==> config.mk <==
export PLATFORM = sky130hd
export DESIGN_NAME = rbm_iteration_controller
export DESIGN_NICKNAME = d
export VERILOG_FILES = /design/src/rtl/rbm_iteration_controller.sv
export SDC_FILE = /design/constraint.sdc
export NUM_CORES = 1
export LEC_CHECK = 0
export CAP_MARGIN = 20
export CORE_AREA = 2 2 39 41
export CTS_BUF_LIST = sky130_fd_sc_hd__clkbuf_2
export DETAILED_ROUTE_END_ITERATION = 16
export DIE_AREA = 0 0 41 43
export DONT_BUFFER_PORTS = 1
export GPL_ROUTABILITY_DRIVEN = 0
export SETUP_SLACK_MARGIN = 0.3
export SLEW_MARGIN = 20
export SYNTH_ARGS = -nofsm -noshare
export SYNTH_HDL_FRONTEND = slang
export SYNTH_SLANG_ARGS = --single-unit
==> constraint.sdc <==
create_clock -name clock -period 4.1 [get_ports clock]
set_clock_uncertainty 0.15 [all_clocks]
set_input_delay 0.41 -clock clock [delete_from_list [all_inputs] [get_ports clock]]
set_output_delay 0.41 -clock clock [all_outputs]
set_load 0.005 [all_outputs]
==> src/rtl/rbm_iteration_controller.sv <==
// rbm_iteration_controller
//
// Sequencing FSM for the RBM inference datapath. One accepted input vector
// launches iteration_num Gibbs passes. Each pass issues
// hidden_adder_group_num hidden-layer jobs, then cl_adder_group_num
// classifier jobs. Each job uses a start/done handshake. After the last pass
// the output register is strobed and finish is held until data_valid drops.
//
// Handshake semantics (all engine handshakes):
//   *_start is a one-cycle Moore strobe decoded from the registered state.
//   The matching *_done is sampled only in the following WAIT state and
//   must arrive no earlier than the first WAIT cycle. A *_done seen in any
//   other state is ignored, including in the cycle that carries the start
//   strobe. data_valid is level-sensitive and is sampled only in IDLE
//   (to launch a run) and in DONE (to release the result).
//
// Ports:
//   clock        in   single clock, rising edge
//   reset        in   asynchronous active-high reset, forces IDLE
//   data_valid   in   input vector present and stable
//   input_latch  out  strobe: capture input vector (LOAD)
//   h_start      out  strobe: hidden engine starts job h_group (H_ISSUE)
//   h_group      out  current hidden adder group index
//   h_done       in   hidden engine finished current job (pulse)
//   c_start      out  strobe: classifier starts job c_group (C_ISSUE)
//   c_group      out  current classifier adder group index
//   c_done       in   classifier finished current job (pulse)
//   iter_idx     out  current Gibbs pass index
//   output_latch out  strobe: load classifier result (OUT)
//   busy         out  high in every state except IDLE and DONE
//   finish       out  result valid, held high in DONE
//   state_dbg    out  registered FSM state, for observation only
module rbm_iteration_controller #(
  parameter int hidden_adder_group_num = 1,
  parameter int cl_adder_group_num     = 1,
  parameter int iteration_num          = 1,
  parameter int hg_width = (hidden_adder_group_num > 1) ? $clog2(hidden_adder_group_num) : 1,
  parameter int cg_width = (cl_adder_group_num > 1) ? $clog2(cl_adder_group_num) : 1,
  parameter int it_width = (iteration_num > 1) ? $clog2(iteration_num) : 1
) (
  input  logic                clock,
  input  logic                reset,
  input  logic                data_valid,
  output logic                input_latch,
  output logic                h_start,
  output logic [hg_width-1:0] h_group,
  input  logic                h_done,
  output logic                c_start,
  output logic [cg_width-1:0] c_group,
  input  logic                c_done,
  output logic [it_width-1:0] iter_idx,
  output logic                output_latch,
  output logic                busy,
  output logic                finish,
  output logic [2:0]          state_dbg
);

  localparam logic [2:0] IDLE    = 3'd0;
  localparam logic [2:0] LOAD    = 3'd1;
  localparam logic [2:0] H_ISSUE = 3'd2;
  localparam logic [2:0] H_WAIT  = 3'd3;
  localparam logic [2:0] C_ISSUE = 3'd4;
  localparam logic [2:0] C_WAIT  = 3'd5;
  localparam logic [2:0] OUT     = 3'd6;
  localparam logic [2:0] DONE    = 3'd7;

  // Last valid index of each counter; counters stop here and never wrap.
  localparam logic [hg_width-1:0] H_LAST = hg_width'(hidden_adder_group_num - 1);
  localparam logic [cg_width-1:0] C_LAST = cg_width'(cl_adder_group_num - 1);
  localparam logic [it_width-1:0] I_LAST = it_width'(iteration_num - 1);

  logic [2:0] state;

  always_ff @(posedge clock or posedge reset) begin
    if (reset) begin
      state    <= IDLE;
      h_group  <= '0;
      c_group  <= '0;
      iter_idx <= '0;
    end else begin
      case (state)
        IDLE: begin
          if (data_valid) state <= LOAD;
        end
        LOAD: begin
          h_group  <= '0;
          c_group  <= '0;
          iter_idx <= '0;
          state    <= H_ISSUE;
        end
        H_ISSUE: state <= H_WAIT;
        H_WAIT: begin
          if (h_done) begin
            if (h_group == H_LAST) begin
              c_group <= '0;
              state   <= C_ISSUE;
            end else begin
              h_group <= h_group + 1'b1;
              state   <= H_ISSUE;
            end
          end
        end
        C_ISSUE: state <= C_WAIT;
        C_WAIT: begin
          if (c_done) begin
            if (c_group < C_LAST) begin
              c_group <= c_group + 1'b1;
              state   <= C_ISSUE;
            end else if (iter_idx < I_LAST) begin
              // Next Gibbs pass restarts the hidden layer from group 0.
              iter_idx <= iter_idx + 1'b1;
              h_group  <= '0;
              state    <= H_ISSUE;
            end else begin
              state <= OUT;
            end
          end
        end
        OUT: state <= DONE;
        // Leaving DONE needs data_valid low, so a held data_valid cannot
        // relaunch a second run on the same vector.
        DONE: begin
          if (!data_valid) state <= IDLE;
        end
        default: state <= IDLE;
      endcase
    end
  end

  // Moore decodes of the registered state; an asynchronous reset clears
  // them at once because state itself is cleared asynchronously.
  assign input_latch  = (state == LOAD);
  assign h_start      = (state == H_ISSUE);
  assign c_start      = (state == C_ISSUE);
  assign output_latch = (state == OUT);
  assign finish       = (state == DONE);
  assign busy         = (state != IDLE) && (state != DONE);
  assign state_dbg    = state;

endmodule

==> results of run 1 <==
==> power by group <==
group	switching [uW]	internal [uW]	leakage, uW	total (uW)
combinational	89.8	81.4	0.000145	171
sequential	27.0	46.3	0.0000356	73.3
clock	14.2	25.7	0.0000166	40.0
total	131	153	0.000198	284
==> how the worst min path moves through the flow <==
stage	to	depth (start not counted)	slack [ps]
2_1_floorplan	state_dbg[0]	1	10
3_3_place_gp	state_dbg[1]	1	20
3_5_place_dp	state_dbg[1]	1	20
4_1_cts	state_dbg[0]	2	350
5_1_grt	state_dbg[0]	2	350
6_report	state_dbg[0]	2	360
==> stage by stage <==
stage,setup slack (ps),hold WS [ps]
after detailed placement,2340,22.4
after global routing,2090,351
after CTS,2150,349
final,2190,363
after floorplan,2490,13.6
after global placement,2350,20.2
==> repair_timing <==
item,CTS,global route
resized for setup,0,0
setup endpoints to repair,0,0
hold buffers,1,0
endpoints found under the hold margin,3,0
==> cell families (layout without fill, tap and decap cells) <==
| kind of cell | count (synthesis) | in the layout | synth area share |
|---|---|---|---|
| multiplexers | 3 | 3 | 0.0965 |
| adder cells (fa/ha/maj) | 4 | 4 | 0.154 |
| flip-flops | 3 | 3 | 0.232 |
| buffers and inverters | 10 | 12 | 0.151 |
| other | 1 | 3 | 0.0116 |
| AND/OR/NAND/NOR | 7 | 7 | 0.135 |
| AO/OA/AOI/OAI | 8 | 8 | 0.220 |
==> cell usage in the layout, fill, tap and decap left out, drive strengths merged, types with 2 or more instances in the layout <==
cell	netlist	layout
a21oi	2	2
inv	7	7
conb	1	3
a22oi	2	2
mux2i	2	2
clkbuf	0	4
and2	3	3
dfrtp	3	3
ha	4	4
nor2b	2	2
==> area by class of cell <==
class                           instances  area [um2]  area share
Multi-Input combinational cell         25         208       0.578
Sequential cell                         3        75.1       0.209
Inverter                                7        26.3      0.0732
Clock buffer                            4        20.0      0.0557
Tap cell                               16        20.0      0.0557
Timing Repair Buffer                    1        10.0      0.0279
==> worst reg2reg max path, cell delays in order, from the launching register on <==
cell and delay, ps:
dfrtp_1 450, inv_1 100, ha_1 290, a22oi_4 220, mux2i_1 110, mux2_1 310
==> per-layer routing <==
metal / GRT usage / vias to the layer above
met5: 0 / -
li1: - / 120
met1: 0.0909 / 104
met2: 0.113 / 13
met3: 0.0576 / 0
met4: 0.0800 / 0
==> summary.txt, run 1 <==
Worst setup path
  – Startpoint types: flip-flop
  – Crit path launch: state_dbg[0]
  – Crit path buf inv count: 0
  – WP depth: 3
  – Crit-path cells: ha_1 -> and2_1 -> a21oi_1
  – Critical Path End Type: output pin
  – Critical Path Fanout Max: 6
  – FF-to-FF setup slack: 2360 ps
  – Worst Setup EP: busy
  – CP required: 3540 ps
  – Critical Path Max Stage Delay: 440 ps
  – Critical path type: flip-flop to output pin
  – Slowest-stage cell, CP: dfrtp_1
  – Delay-heaviest family, CP: flip-flops
  – R2R Path End: state_dbg[1]
  – Arrival @ worst endpoint: 1350 ps
  – Reg2reg start: state_dbg[0]
  – Cells on worst reg2reg path: 5

Detailed routing
  – Post-Route M1 WL: 234 um
  – DR vias/cell: 4.23
  – # DRC: 0
  – Detailed Route WL: 590 um
  – Detailed-router iteration count before antenna repair: 2
  – Initial DRC Count: 3
  – Uppermost layer routed: met3
  – Via count: 237
  – Met2 WL: 279 um
  – Post-DR wirelength/cell: 10.5 um
  – ANT nets after route: 0
  – Routed met3 length: 76 um

Yosys
  – Yosys cell types: 19
  – Post-synthesis sequential area ratio: 0.232
  – Post-synth top cells: 6 x inv_1, 4 x ha_1, 3 x and2_1, 3 x buf_4, 3 x dfrtp_1
  – Asr flop ratio synth: 1.00
  – Count leader, synth: inv_1
  – Ys Warns: 0
  – Synth Instances: 36
  – Syn_area_per_cell: 9.00 um2
  – Synth Flop Type: dfrtp_1
  – Top cell type's share of synthesized area: 0.232
  – Most area-hungry cell type in the Yosys netlist: dfrtp_1
  – #FFs+latches synth: 3
  – Mapped cell area: 324 um2
  – Area contributors post-synth: dfrtp_1 23%, ha_1 15%, buf_4 6.9%
  – EDFF count, synth: 0

Clock network
  – CTS Buf Count: 3
  – Postcts setup bufs: 0
  – CTS Root Buffer Type: clkbuf_2
  – Clk slew on worst S/H paths: 40 ps
  – Clk_lat worst skew: 200 ps
  – Clk buf depth: 2
  – H-Tree Depth: 1
  – TritonCTS clock tree: done
  – CTS sink cnt: 3

Global route
  – Vias in the first global route: 254
  – Tot GR Track Use: 0.0876
  – Congestion Overflow GR: 0
  – First-pass GRT wire length: 1000 um
  – Initial antenna violation count: 0
  – Largest net degree at the start of global routing: 10

Power
  – Power per Cell Area: 792 mW/mm2
  – Leak: 0.000198 uW
  – VDD IR max: 0.334 mV
  – Total power: 284 uW

Placed design
  – Post-DP HPWL: 498 um
  – Placed Cells: 51
  – PortBufs: 0
  – Placed inst area: 329 um2

Die
  – Die Wd: 41 um
  – Core Box Area: 0.00138 mm2
  – Die height: 43 um
  – Boundary pin count: 17
  – Die area: 0.00176 mm2
  – Initial Util: 0.234
  – Row Count: 14

Cells and area
  – Post-Layout Cell Count: 56
  – Final core utilization: 0.259
  – # nets final: 50
  – Final instance area: 359 um2
  – Fillers: 153
  – Ant. Diodes: 0
  – Max reg flops: 3
  – Share of layout cells above drive strength 1: 0.200
  – Area growth from synthesis to layout: 10.8%

Timing
  – Slew Viols, Final: 0
  – Fin crit share: 0.466
  – F_max: 523 MHz
  – Final setup viols: 0
  – Final Hold Viols: 0
  – Crit path time final: 1910 ps
  – Final setup TNS: 0 ps
  – RSZ-0062 raised after global routing: no

Worst hold path
  – Tightest Hold Check Type: primary input to async pin

Flow run
  – Max Cap Viol: 0

Outcome
  – Status: completed
No activity file was read; power rests on OpenSTA's default activity.
==> inputs of run 2 (changes only) <==
clock period = 1.98 ns   (was 4.1 ns; I/O delays follow)
==> summary.txt, run 2 (same netlist as run 1, synthesis figures left out) <==
Cells and area
  – Post-Layout Cell Count: 56 (unchanged)
  – Ant. Diodes: 0 (unchanged)
  – # nets final: 50 (unchanged)
  – Share of layout cells above drive strength 1: 0.375 (was 0.200)
  – Most common cell after layout, fill and taps aside: inv_1 (unchanged)
  – Final core utilization: 0.285 (was 0.259)
  – Most frequent cells in the layout: 5 x inv_1, 4 x clkbuf_2, 3 x and2_1, 3 x conb_1 (was 6 x inv_1, 4 x ha_1, 4 x clkbuf_2)
  – Area growth from synthesis to layout: 21.6% (was 10.8%)
  – Max reg flops: 3 (unchanged)

Timing
  – Final setup viols: 0 (unchanged)
  – Crit path time final: 1630 ps
  – F_max: 613 MHz
  – Slew Viols, Final: 0 (unchanged)
  – Final setup TNS: 0 ps (unchanged)
  – Final Hold Viols: 0 (unchanged)
  – RSZ-0062 raised after global routing: yes (was no)
  – Fin crit share: 0.824

Placed design
  – PortBufs: 0 (unchanged)
  – Placed Cells: 51 (unchanged)
  – Post-DP HPWL: 497 um (was 498 um)

Die
  – Core Box Area: 0.00138 mm2 (unchanged)
  – Die area: 0.00176 mm2 (unchanged)
  – Die Wd: 41 um (unchanged)
  – Die height: 43 um (unchanged)
  – Boundary pin count: 17 (unchanged)
  – Initial Util: 0.234 (unchanged)
  – Row Count: 14 (unchanged)

Clock network
  – CTS sink cnt: 3 (unchanged)
  – Clk_lat worst skew: 200 ps (about the same)
  – TritonCTS clock tree: done (unchanged)
  – Postcts setup bufs: 0 (unchanged)
  – H-Tree Depth: 1 (unchanged)
  – Clk slew on worst S/H paths: 40 ps (about the same)
  – CTS Buf Count: 3 (unchanged)
  – CTS Root Buffer Type: clkbuf_2 (unchanged)
  – Clk buf depth: 2 (unchanged)

Detailed routing
  – Post-DR wirelength/cell: 11.3 um (was 10.5 um)
  – Via count: 238 (was 237)
  – # DRC: 0 (unchanged)
  – DR vias/cell: 4.25 (was 4.23)
  – Initial DRC Count: 1 (was 3)
  – Detailed-router iteration count before antenna repair: 2 (unchanged)
  – Detailed Route WL: 633 um (was 590 um)
  – ANT nets after route: 0 (unchanged)

Global route
  – Busiest grt layer: met2 (unchanged)
  – First-pass GRT wire length: 1040 um (was 1000 um)
  – Met2 usage in global routing: 0.119 (was 0.113)
  – Tot GR Track Use: 0.0906 (was 0.0876)
  – Largest net degree at the start of global routing: 10 (unchanged)
  – Grt met1 use: 0.0974 (was 0.0909)
  – Initial antenna violation count: 0 (unchanged)
  – Vias in the first global route: 263 (was 254)
  – GR Layer Usage met3: 0.0524 (was 0.0576)
  – Congestion Overflow GR: 0 (unchanged)

Power
  – Power per Cell Area: 1690 mW/mm2 (was 792 mW/mm2)
  – Leak: 0.000195 uW (was 0.000198 uW)
  – VDD IR max: 0.678 mV (was 0.334 mV)

Worst hold path
  – Tightest Hold Check Type: primary input to async pin (unchanged)

Worst setup path
  – Critical path type: flip-flop to flip-flop (was flip-flop to output pin)
  – Startpoint types: flip-flop (unchanged)
  – Critical Path Fanout Max: 6 (unchanged)
  – Critical Path End Type: flip-flop (was output pin)
  – Arrival @ worst endpoint: 1560 ps (was 1350 ps)
  – CP required: 1910 ps (was 3540 ps)

Flow run
  – Max Cap Viol: 0 (unchanged)

Outcome
  – Status: completed (unchanged)
run 2: cell counts in the layout (fill, tap and decap cells not counted):
Identical to the previous run, type by type.
run 2: where the power goes:
| group | total (uW) | switching (uW) | internal [uW] |
|---|---|---|---|
| Combinational | 412 | 204 | 208 |
| Sequential | 169 | 69.1 | 100 |
| Clock | 84.8 | 31.4 | 53.4 |
run 2: per-layer routing:
metal  vias to the layer above  share of wire
met5                         -              0
met4                         0              0
met3                         0           0.11
met2                        12           0.49
met1                       105           0.39
li1                        121              -
run 2: final timing paths:
path                              start           end  slack, ps  depth (start not counted)
setup reg to reg           state_dbg[0]  state_dbg[1]        350                          5
hold / removal                    reset  state_dbg[2]        150                          2
min in group clock           data_valid  state_dbg[2]        190                          3
setup / recovery           state_dbg[0]  state_dbg[1]        350                          5
max in group asynchronous         reset  state_dbg[1]       1380                          2
hold reg to reg            state_dbg[1]  state_dbg[1]        460                          1
run 2: area by class of cell:
type / count / area, um2
fill: 152 / 990
sequential: 3 / 77.6
tap: 16 / 20.0
timing repair buffer: 1 / 10.0
clock buffer: 4 / 20.0
multi-input combinational: 25 / 240
inverter: 7 / 26.3
run 2: per-stage QoR:
stage | cell area (um2) | hold WS [ps] | power (uW) | setup WS (ps)
finish | 394 | 153 | 666 | 349
global route | 394 | 155 | 741 | 274
CTS | 363 | 140 | 611 | 279
detailed placement | 329 | -190 | 514 | 242
global placement | 329 | -192 | 512 | 266
floorplan | 332 | -198 | 445 | 372
run 2: what timing repair did:
| item | 4_1_cts | 5_1_grt |
|---|---|---|
| cloned | 0 | 0 |
| pin swaps | 0 | 1 |
| setup endpoints to repair | 2 | 4 |
| gates resized for setup | 2 | 7 |
| hold buffers | 1 | 0 |
| endpoints found under the hold margin | 3 | 0 |
run 2: worst max-delay path, stage by stage (launching register included):
cell and delay, ps:
dfrtp_2 460, inv_1 140, ha_4 190, a22oi_4 80, mux2i_1 150, mux2_1 330
==> inputs of run 3 (changes only) <==
clock period = 1.5 ns   (was 1.98 ns; I/O delays follow)
==> summary.txt, run 3 (same netlist as run 1, synthesis figures left out) <==
Outcome
  – Status: complete, but fails checks (was completed)
  – Failing checks: setup timing

Global route
  – Largest net degree at the start of global routing: 9 (was 10)
  – Tot GR Track Use: 0.105 (was 0.0906)
  – Congestion Overflow GR: 0 (unchanged)
  – First-pass GRT wire length: 1190 um (was 1040 um)
  – Initial antenna violation count: 0 (unchanged)
  – Vias in the first global route: 317 (was 263)

Timing
  – Final setup viols: 5 (was 0)
  – Slew Viols, Final: 0 (unchanged)
  – Final Hold Viols: 0 (unchanged)
  – RSZ-0062 raised after global routing: yes (unchanged)
  – Crit path time final: 1540 ps (was 1630 ps)
  – Setup WS post-layout: -41.5 ps (was 349 ps)
  – F_max: 649 MHz (was 613 MHz)
  – Fin crit share: 1.03 (was 0.824)
  – Hold slack: 108 ps (was 153 ps)

Placed design
  – Placed Cells: 59 (was 51)
  – Placed inst area: 419 um2 (was 329 um2)
  – PortBufs: 0 (unchanged)
  – Pre-CTS WS: -93.4 ps (was 242 ps)
  – Post-DP HPWL: 571 um (was 497 um)

Worst setup path
  – Critical Path End Type: flip-flop (unchanged)
  – Critical path type: flip-flop to flip-flop (unchanged)
  – Startpoint types: flip-flop (unchanged)
  – CP required: 1430 ps (was 1910 ps)
  – FF-to-FF setup slack: -40 ps (was 350 ps)
  – Critical Path Fanout Max: 4 (was 6)
  – Arrival @ worst endpoint: 1470 ps (was 1560 ps)

Cells and area
  – Fillers: 146 (was 152)
  – Final instance area: 520 um2 (was 394 um2)
  – Ant. Diodes: 0 (unchanged)
  – Final core utilization: 0.376 (was 0.285)
  – Post-Layout Cell Count: 67 (was 56)
  – # nets final: 61 (was 50)
  – Area growth from synthesis to layout: 60.6% (was 21.6%)
  – Reg area: 77.6 um2 (unchanged)
  – Most common cell after layout, fill and taps aside: buf_4 (was inv_1)
  – Most frequent cells in the layout: 9 x buf_4, 4 x inv_1, 4 x clkbuf_2, 3 x ha_4, 3 x conb_1 (was 5 x inv_1, 4 x clkbuf_2, 3 x and2_1, 3 x conb_1)
  – Share of layout cells above drive strength 1: 0.647 (was 0.375)
  – Max reg flops: 3 (unchanged)
  – Multi-input gate area: 274 um2 (was 240 um2)

Clock network
  – H-Tree Depth: 1 (unchanged)
  – CTS Root Buffer Type: clkbuf_2 (unchanged)
  – TritonCTS clock tree: done (unchanged)
  – Clk buf depth: 2 (unchanged)
  – Clk_lat worst skew: 200 ps (about the same)
  – CTS sink cnt: 3 (unchanged)
  – CTS Buf Count: 3 (unchanged)
  – Clk slew on worst S/H paths: 40 ps (about the same)

Power
  – Leak: 0.000259 uW (was 0.000195 uW)
  – Net Sw Frac: 0.409 (was 0.457)
  – Comb power frac: 0.745 (was 0.619)
  – Register share of total power: 0.163 (was 0.254)
  – Power per Cell Area: 2320 mW/mm2 (was 1690 mW/mm2)
  – VDD IR max: 1.06 mV (was 0.678 mV)
  – P_sw: 495 uW (was 304 uW)
  – Clock share of power: 0.091 (was 0.127)
  – Power Internal: 715 uW (was 362 uW)

Die
  – Initial Util: 0.234 (unchanged)
  – Die Wd: 41 um (unchanged)
  – Boundary pin count: 17 (unchanged)
  – Core Box Area: 0.00138 mm2 (unchanged)
  – Die height: 43 um (unchanged)
  – Die area: 0.00176 mm2 (unchanged)
  – Row Count: 14 (unchanged)

Detailed routing
  – Post-DR wirelength/cell: 10.5 um (was 11.3 um)
  – Detailed Route WL: 706 um (was 633 um)
  – ANT nets after route: 0 (unchanged)
  – Initial DRC Count: 2 (was 1)
  – Detailed-router iteration count before antenna repair: 4 (was 2)
  – Via count: 275 (was 238)
  – DR vias/cell: 4.10 (was 4.25)
  – # DRC: 0 (unchanged)

Worst hold path
  – Tightest Hold Check Type: primary input to async pin (unchanged)

Flow run
  – Max Cap Viol: 0 (unchanged)
## run 3: changes by cell type in the layout (fill, tap and decap cells not counted), moves of 2 or more
cell	previous run	this run
and2_4	0	2
a21oi_2	0	2
a21oi_1	2	0
buf_6	0	2
buf_4	0	9
and2_1	3	1
## run 3: layer usage
metal,share of wire,vias to the layer above,GRT usage
met1,0.42,124,0.107
met4,0,0,0.0800
met2,0.52,9,0.156
met3,0.061,0,0.0471
li1,-,142,-
met5,0,-,0
## run 3: layout make-up
type,instances,area share
Multi-Input combinational cell,25,0.526
Tap cell,16,0.0385
Clock buffer,4,0.0385
Sequential cell,3,0.149
Inverter,7,0.0553
Timing Repair Buffer,12,0.192
## run 3: path summary, 6_finish.rpt
path / startpoint / end / cells after the start
worst min register to register: state_dbg[2] / state_dbg[0] / 2
max in group asynchronous: reset / state_dbg[0] / 2
worst max-delay path: state_dbg[0] / state_dbg[1] / 5
worst max register to register: state_dbg[0] / state_dbg[1] / 5
min in group clock: data_valid / state_dbg[1] / 3
worst min-delay path: reset / state_dbg[2] / 2
## run 3: power groups by stage
stage | Sequential (uW) | Clock, uW | Combinational [uW]
after CTS | 199 | 118 | 857
after global placement | 194 | 0 | 708
after global routing | 207 | 127 | 989
after floorplan | 207 | 0 | 456
after detailed placement | 196 | 0 | 718
final | 198 | 110 | 902
## run 3: through the flow
stage | power, uW | TNS [ps]
global route | 1320 | -577
floorplan | 663 | -9.89
CTS | 1170 | -182
finish | 1210 | -114
detailed placement | 914 | -143
global placement | 902 | -103
## run 3: repair_timing
item | in CTS | in global routing
resized for setup | 8 | 5
buffers inserted | 3 | 0
hold endpoints to repair | 3 | 0
pin swaps | 3 | 1
hold buffers | 1 | 0
endpoints found under the setup margin | 9 | 10
## run 3: critical path, cell delays in order, from the launching register on
cell and delay (ps):
dfrtp_2 450, inv_2 100, ha_4 150, a22oi_4 70
mux2i_1 170, mux2_1 330
